**src/rtl/rps_round_ctrl.sv**
```systemverilog
// rps_round_ctrl: rock-paper-scissors round sequencer; counters the player's most frequent throw,
// drives the two-image display handshake, then scores the round with saturating digits.
module rps_round_ctrl #(
   parameter int HIST_W = 4,
   parameter int SCORE_MAX = 9
) (
   input  logic       CLOCK_50,
   input  logic       reset,
   input  logic       go,
   input  logic [1:0] user_choice,
   input  logic       clr,
   input  logic       draw_done,
   output logic       draw_start,
   output logic       draw_player,
   output logic [1:0] draw_choice,
   output logic [1:0] comp_choice,
   output logic [2:0] result,
   output logic [3:0] user_score,
   output logic [3:0] comp_score,
   output logic       busy
);
   typedef enum logic [2:0] {IDLE, DECIDE, DRAW_U, WAIT_U, DRAW_C, WAIT_C, SCORE} state_t;
   localparam logic [HIST_W-1:0] H_MAX = '1;
   state_t state;
   logic [HIST_W-1:0] h_r, h_s, h_p, h_sel;
   logic [1:0] u_reg, most, counter;
   logic sat, u_win, c_win;
   always_comb begin
      most = (h_r >= h_s && h_r >= h_p) ? 2'b00 : (h_s >= h_p) ? 2'b01 : 2'b10;
      counter = most == 2'b00 ? 2'b10 : most == 2'b01 ? 2'b00 : 2'b01;
      h_sel = u_reg == 2'b00 ? h_r : u_reg == 2'b01 ? h_s : h_p;
      sat = h_sel == H_MAX;
      u_win = (u_reg == 2'b00 && comp_choice == 2'b01) || (u_reg == 2'b01 && comp_choice == 2'b10) ||
              (u_reg == 2'b10 && comp_choice == 2'b00);
      c_win = u_reg != comp_choice && !u_win;
   end
   always_ff @(posedge CLOCK_50 or posedge reset) begin
      if (reset) begin
         state <= IDLE;
         h_r <= '0;
         h_s <= '0;
         h_p <= '0;
         u_reg <= 2'b00;
         draw_start <= 1'b0;
         draw_player <= 1'b0;
         draw_choice <= 2'b00;
         comp_choice <= 2'b00;
         result <= 3'b000;
         user_score <= 4'd0;
         comp_score <= 4'd0;
         busy <= 1'b0;
      end else begin
         draw_start <= 1'b0;
         case (state)
            IDLE:
               if (clr) begin
                  h_r <= '0;
                  h_s <= '0;
                  h_p <= '0;
                  result <= 3'b000;
                  user_score <= 4'd0;
                  comp_score <= 4'd0;
               end else if (go && user_choice != 2'b11) begin
                  u_reg <= user_choice;
                  busy <= 1'b1;
                  state <= DECIDE;
               end
            DECIDE: begin
               comp_choice <= counter;
               result <= 3'b000;
               // a full counter halves the whole history so relative frequencies survive
               h_r <= (sat ? h_r >> 1 : h_r) + HIST_W'(u_reg == 2'b00);
               h_s <= (sat ? h_s >> 1 : h_s) + HIST_W'(u_reg == 2'b01);
               h_p <= (sat ? h_p >> 1 : h_p) + HIST_W'(u_reg == 2'b10);
               draw_start <= 1'b1;
               draw_player <= 1'b0;
               draw_choice <= u_reg;
               state <= DRAW_U;
            end
            DRAW_U: state <= WAIT_U;
            WAIT_U:
               if (draw_done) begin
                  draw_start <= 1'b1;
                  draw_player <= 1'b1;
                  draw_choice <= comp_choice;
                  state <= DRAW_C;
               end
            DRAW_C: state <= WAIT_C;
            WAIT_C: if (draw_done) state <= SCORE;
            SCORE: begin
               result <= {u_reg == comp_choice, c_win, u_win};
               user_score <= user_score + 4'(u_win && user_score < 4'(SCORE_MAX));
               comp_score <= comp_score + 4'(c_win && comp_score < 4'(SCORE_MAX));
               busy <= 1'b0;
               state <= IDLE;
            end
            default: state <= IDLE;
         endcase
      end
   end
endmodule
```
**config.mk**
```make
export PLATFORM = sky130hd
export DESIGN_NAME = rps_round_ctrl
export DESIGN_NICKNAME = d
export VERILOG_FILES = /design/src/rtl/rps_round_ctrl.sv
export SDC_FILE = /design/constraint.sdc
export NUM_CORES = 1
export LEC_CHECK = 0
export CORE_UTILIZATION = 51
export DETAILED_ROUTE_END_ITERATION = 10
export PLACE_DENSITY = 0.76
export SLEW_MARGIN = 20
export SYNTH_ARGS = -nofsm -noshare
export SYNTH_HDL_FRONTEND = slang
export SYNTH_SLANG_ARGS = --single-unit
```
**constraint.sdc**
```tcl
create_clock -name CLOCK_50 -period 2.39 [get_ports CLOCK_50]
set_clock_uncertainty 0.1 [all_clocks]
set_input_delay 0.478 -clock CLOCK_50 [delete_from_list [all_inputs] [get_ports CLOCK_50]]
set_output_delay 0.478 -clock CLOCK_50 [all_outputs]
set_load 0.01 [all_outputs]
```
# Word-level counts from Yosys, hierarchy flattened
# Cells that the tools add are included.
word_totals:
  regBits: 35
  in_bits: 7
  wordCells: 101
op_classes:
  addsub: 5
  magnitude_cmp: 5
  n_eq_ne: 20
  mux: 31
  n_bitwise: 1
  reduce_logical: 26
op_table:
  columns: ["cell", "n"]
  rows:
  - ["$pmux W4 S2", 5]
  - ["$mux W4", 6]
  - ["$add A4 B1 Y4", 5]
  - ["$pmux W3 S6", 1]
  - ["$mux W3", 5]
  - ["$ge A4 B4 Y1", 3]
  - ["$ne A2 B2 Y1 const B", 6]
  - ["$eq A3 B3 Y1 const B", 3]
  - ["$pmux W3 S3", 1]
  - ["$logic_and A1 B1 Y1", 8]
  - ["$lt A4 B4 Y1 const B", 2]
  - ["$mux W2", 4]
  - ["$reduce_and A2 Y1", 4]
  - ["$eq A2 B1 Y1 const B", 3]
  - ["$eq A3 B2 Y1 const B", 2]
  - ["$logic_not A2 Y1", 3]
  - ["$pmux W1 S2", 3]
  - ["$reduce_and A3 Y1", 2]
  - ["$reduce_bool A2 Y1", 3]
  - ["$mux W1", 5]
  - ["$eq A2 B2 Y1 const B", 2]
  - ["$eq A4 B4 Y1 const B", 1]
  - ["$pmux W2 S2", 1]
  - ["$reduce_and A4 Y1", 1]
  - ["other kinds (8)", 9]

# Longest topological paths before layout
logic_depth:
  depth_word: 9
  mapped_depth: 14

# Least setup slack after synthesis
# Ideal clock, no wire load.
synth_timing:
  kind: "flip-flop to flip-flop"
  startpoint: "reg h_r[1]"
  endpoint: "reg h_r[2]"
  setup_ns: 0.137
  arrival_time_ns: 2.169
  required_time_ns: 2.153
  slack_ns: -0.016
  stages_incl_launch_ff: 12
  path_cell_list: "dfrtp_1 and4_1 a2bb2o_4 buf_6 nor2_8 mux2_2 ha_1 ha_1 nand2_1 nor2_1 mux2i_1 o311ai_1"
synth_between:
  elab_chain_len: 5
synth_lines:
  columns: ["item", "line_no", "source"]
  rows:
  - ["from (decl)", "25", "logic [HIST_W-1:0] h_r, h_s, h_p, h_sel;"]
  - ["from (signal assigned)", "72", "h_r <= (sat ? h_r >> 1 : h_r) + HIST_W'(u_reg == 2'b00);"]
  - ["$mux W4", "31", "h_sel = u_reg == 2'b00 ? h_r : u_reg == 2'b01 ? h_s : h_p;"]
  - ["$eq A4 B4 Y1", "32", "sat = h_sel == H_MAX;"]
  - ["$mux W4 *", "72", null]
  - ["$add A4 B1 Y4 *", "72", null]
  - ["$pmux W4 S2 *", "54", "case (state)"]
# Every way passes the cells marked *; elsewhere a longest branch is shown, timed or not.
# A chain may end at the register's enable or synchronous reset.

# Final worst setup path
layout_timing:
  startpoint: "reg u_reg[1]"
  endpoint: "reg h_p[3]"
layout_between:
  elab_chain_len: 7
  word_cells_on_any_way: 9
  classes_between: "1 x add/sub; 3 x eq/ne; 4 x mux; 1 x reduce/logical"
layout_lines:
  columns: ["item", "line_no", "source"]
  rows:
  - ["from (decl)", "26", "logic [1:0] u_reg, most, counter;"]
  - ["from (signal assigned)", "64", "u_reg <= user_choice;"]
  - ["$eq A2 B1 Y1", "31", null]
  - ["$mux W4 (2 in series)", "31", null]
  - ["$eq A4 B4 Y1", "32", null]
  - ["$mux W4", "74", "h_p <= (sat ? h_p >> 1 : h_p) + HIST_W'(u_reg == 2'b10);"]
  - ["$add A4 B1 Y4 *", "74", null]
  - ["$pmux W4 S2 *", "54", null]
  - ["to (signal assigned)", "74", null]
  - ["to (decl)", "25", null]
# Marked as above.

==> results.json <==
{
  "internal_power_uw": 1760,
  "sequentialPowerShare": 0.320,
  "ant_nets": 0,
  "p_switching_uw": 1180,
  "die_w_microns": 67.6,
  "boundaryPins": 25,
  "fillers": 347,
  "dpl.hpwl_microns": 3600,
  "numCtsBuffers": 5,
  "path_clk_slew_ns": 0.08,
  "io_buffers": 24,
  "synthArstFlopShare": 1.00,
  "start_util": 0.540,
  "setup_viol": 0,
  "syn_avg_cell_area_sq_um": 9.21,
  "synthToLayoutAreaGrowth_pct": 24.8,
  "clock-sinks": 35,
  "insertedDiodeCount": 0,
  "netSwitchingFraction": 0.400,
  "fin_crit_ns": 2.30,
  "max_stage_delay_ns": 0.42,
  "worstPathRequired_ns": 2.53,
  "leakage_uw": 0.00130,
  "critPathLaunchType": "flip-flop",
  "crit_chain": "nand2b_2, a2bb2o_4, nor2_8, buf_6, nand2_1, o21ai_0, ha_1, nand3_1, nand2_1, o31ai_1, a22o_1",
  "synth_top_cell_area_share": 0.400,
  "totalWireLength_microns": 5010,
  "critPathKind": "flip-flop to flip-flop",
  "worstPathArrival_ns": 2.43,
  "worst_slew_pin_slew_ns": 0.447,
  "yosysSeqAreaShare": 0.400,
  "relSlewSlack": 0.702,
  "grt_overflow": 0,
  "insertion_delay_ns": 0.30,
  "drc": 0,
  "synth_top_cells_by_count": "35 x dfrtp_1, 33 x nand2_1, 30 x o21ai_0",
  "antenna_found_initial": 0,
  "slew_violations": 0,
  "grt_max_degree": 36,
  "setup_tns_ns": 0,
  "cts-root-buf": "clkbuf_8",
  "h-tree-depth": 2,
  "synth-edff-count": 0,
  "drt-initial-drc-count": 137,
  "nets": 310,
  "ys.flop_type": "dfrtp_1",
  "power_frac_comb": 0.490,
  "power_frac_clock": 0.190,
  "critPathMostFrequentCell": "nand2_1",
  "synth_most_common_cell": "dfrtp_1",
  "synth_cell_type_count": 39,
  "period_share": 0.961,
  "fp.dieH_microns": 67.6,
  "power_uw": 2940,
  "slowest_stage": "dfrtp_1",
  "cp_max_fo": 12,
  "syn-instance-count": 238,
  "cts_buffer_depth": 2,
  "yosysTopAreaCell": "dfrtp_1",
  "firstDrtPassIters": 4,
  "ys_seq_elements": 35,
  "grt_usage": 0.246,
  "vias_per_cell": 5.64,
  "ir_drop_mv": 0.868,
  "status": "completed",
  "hold_class": "flip-flop to flip-flop",
  "wl_per_cell_microns": 15.1,
  "cts_tree": "done",
  "dieArea_sq_mm": 0.00456,
  "drv_cap": 0,
  "yosysWarnings": 0,
  "globalplace.congestion": 0.897,
  "grt_pass1_vias": 1724,
  "grt_pass1_wl_microns": 7990,
  "r2r_setup_slack_ns": 0.09,
  "end_kind": "flip-flop",
  "hold_viol": 0,
  "drive_gt1_frac": 0.138,
  "power_density_mw_per_mm2": 1070,
  "syn_nets": 267,
  "vias": 1872,
  "core_area_sq_mm": 0.00406,
  "rows": 23,
  "fmax_mhz": 435,
  "synth.cell_area_sq_mm": 0.00219,
  "synth_area_leaders": "dfrtp_1 40%, ha_1 13%, o21ai_0 6.8%, nand2_1 5.7%, a22o_1 3.2%"
}
kinds of logic (layout without fill, tap and decap cells):
| group | Yosys count | in the layout | synth area share |
|---|---|---|---|
| compound gates | 67 | 67 | 0.190 |
| xor+xnor | 5 | 5 | 0.0200 |
| fa+ha+maj | 22 | 22 | 0.126 |
| buf+inv | 23 | 67 | 0.0474 |
| flops | 35 | 35 | 0.400 |
| mux | 11 | 11 | 0.0525 |
| simple gates | 75 | 75 | 0.165 |
power groups by stage:
| stage | clock network [uW] | logic, uW | registers, uW |
|---|---|---|---|
| finish | 559 | 1440 | 941 |
| global route | 593 | 1630 | 971 |
| global placement | 0 | 1370 | 944 |
| floorplan | 0 | 855 | 949 |
| CTS | 569 | 1410 | 939 |
| detailed placement | 0 | 1400 | 951 |
critical path: cells and delay by family, from the launching register on:
| family | cells | cell delay (ns) |
|---|---|---|
| compound gates | 4 | 0.84 |
| fa+ha+maj | 1 | 0.22 |
| buf+inv | 1 | 0.15 |
| flops | 1 | 0.42 |
| simple gates | 5 | 0.52 |
metal layers:
layer | vias to the layer above | routed length, microns | GRT usage
met1 | 873 | 2450 | 0.345
met2 | 48 | 2230 | 0.338
met5 | - | 0 | 0
met3 | 14 | 203 | 0.0743
li1 | 937 | - | -
met4 | 0 | 125 | 0.120
path summary, 6_finish.rpt:
path                            startpoint   endpoint  cells past startpoint
worst max-delay path              u_reg[1]     h_p[3]                     11
worst min-delay path             result[2]  result[2]                      2
worst max register to register    u_reg[1]     h_p[3]                     11
worst min register to register   result[2]  result[2]                      2
max in group asynchronous            reset   state[2]                      3
min in group asynchronous            reset   u_reg[1]                      3
area by class of cell:
cell class,instances,area [sq um],share of cell area
Clock buffer,6,82.6,0.0302
Clock inverter,2,35.0,0.0128
Inverter,15,56.3,0.0206
Multi-Input combinational cell,180,1230,0.449
Sequential cell,35,876,0.320
Tap cell,50,62.6,0.0229
Timing Repair Buffer,44,394,0.144
cell usage in the layout (no fill, tap or decap), types with 3 or more instances in the layout:
master and n:
a22o_1 8, dfrtp_1 35, a21oi_1 11, o21ai_0 30, clkdlybuf4s50_1 24, inv_1 15
o21ai_1 4, xnor2_1 4, nand2_1 33, or3_1 3, nand4_1 5, nand3_1 7
mux2_2 4, clkbuf_8 6, buf_4 19, mux2i_1 7, ha_1 21, nor2_1 12
repair_timing:
action	in CTS	in global routing
hold buffers	0	0
setup buffers	0	3
resized for setup	0	6
endpoints found under the setup margin	0	4
stage by stage:
step                instances  hold slack [ns]  utilization  worst slack (ns)  instance area (sq um)
finish                    332            0.384        0.674            0.0928                   2740
global route              332            0.417        0.674          -0.00443                   2740
CTS                       329            0.387        0.664            0.0329                   2690
detailed placement        321            0.370        0.635            0.0519                   2570
global placement          321            0.365        0.635            0.0950                   2570
floorplan                 238            0.404            -           0.00746                   2190
No activity file was read; power rests on OpenSTA's default activity.
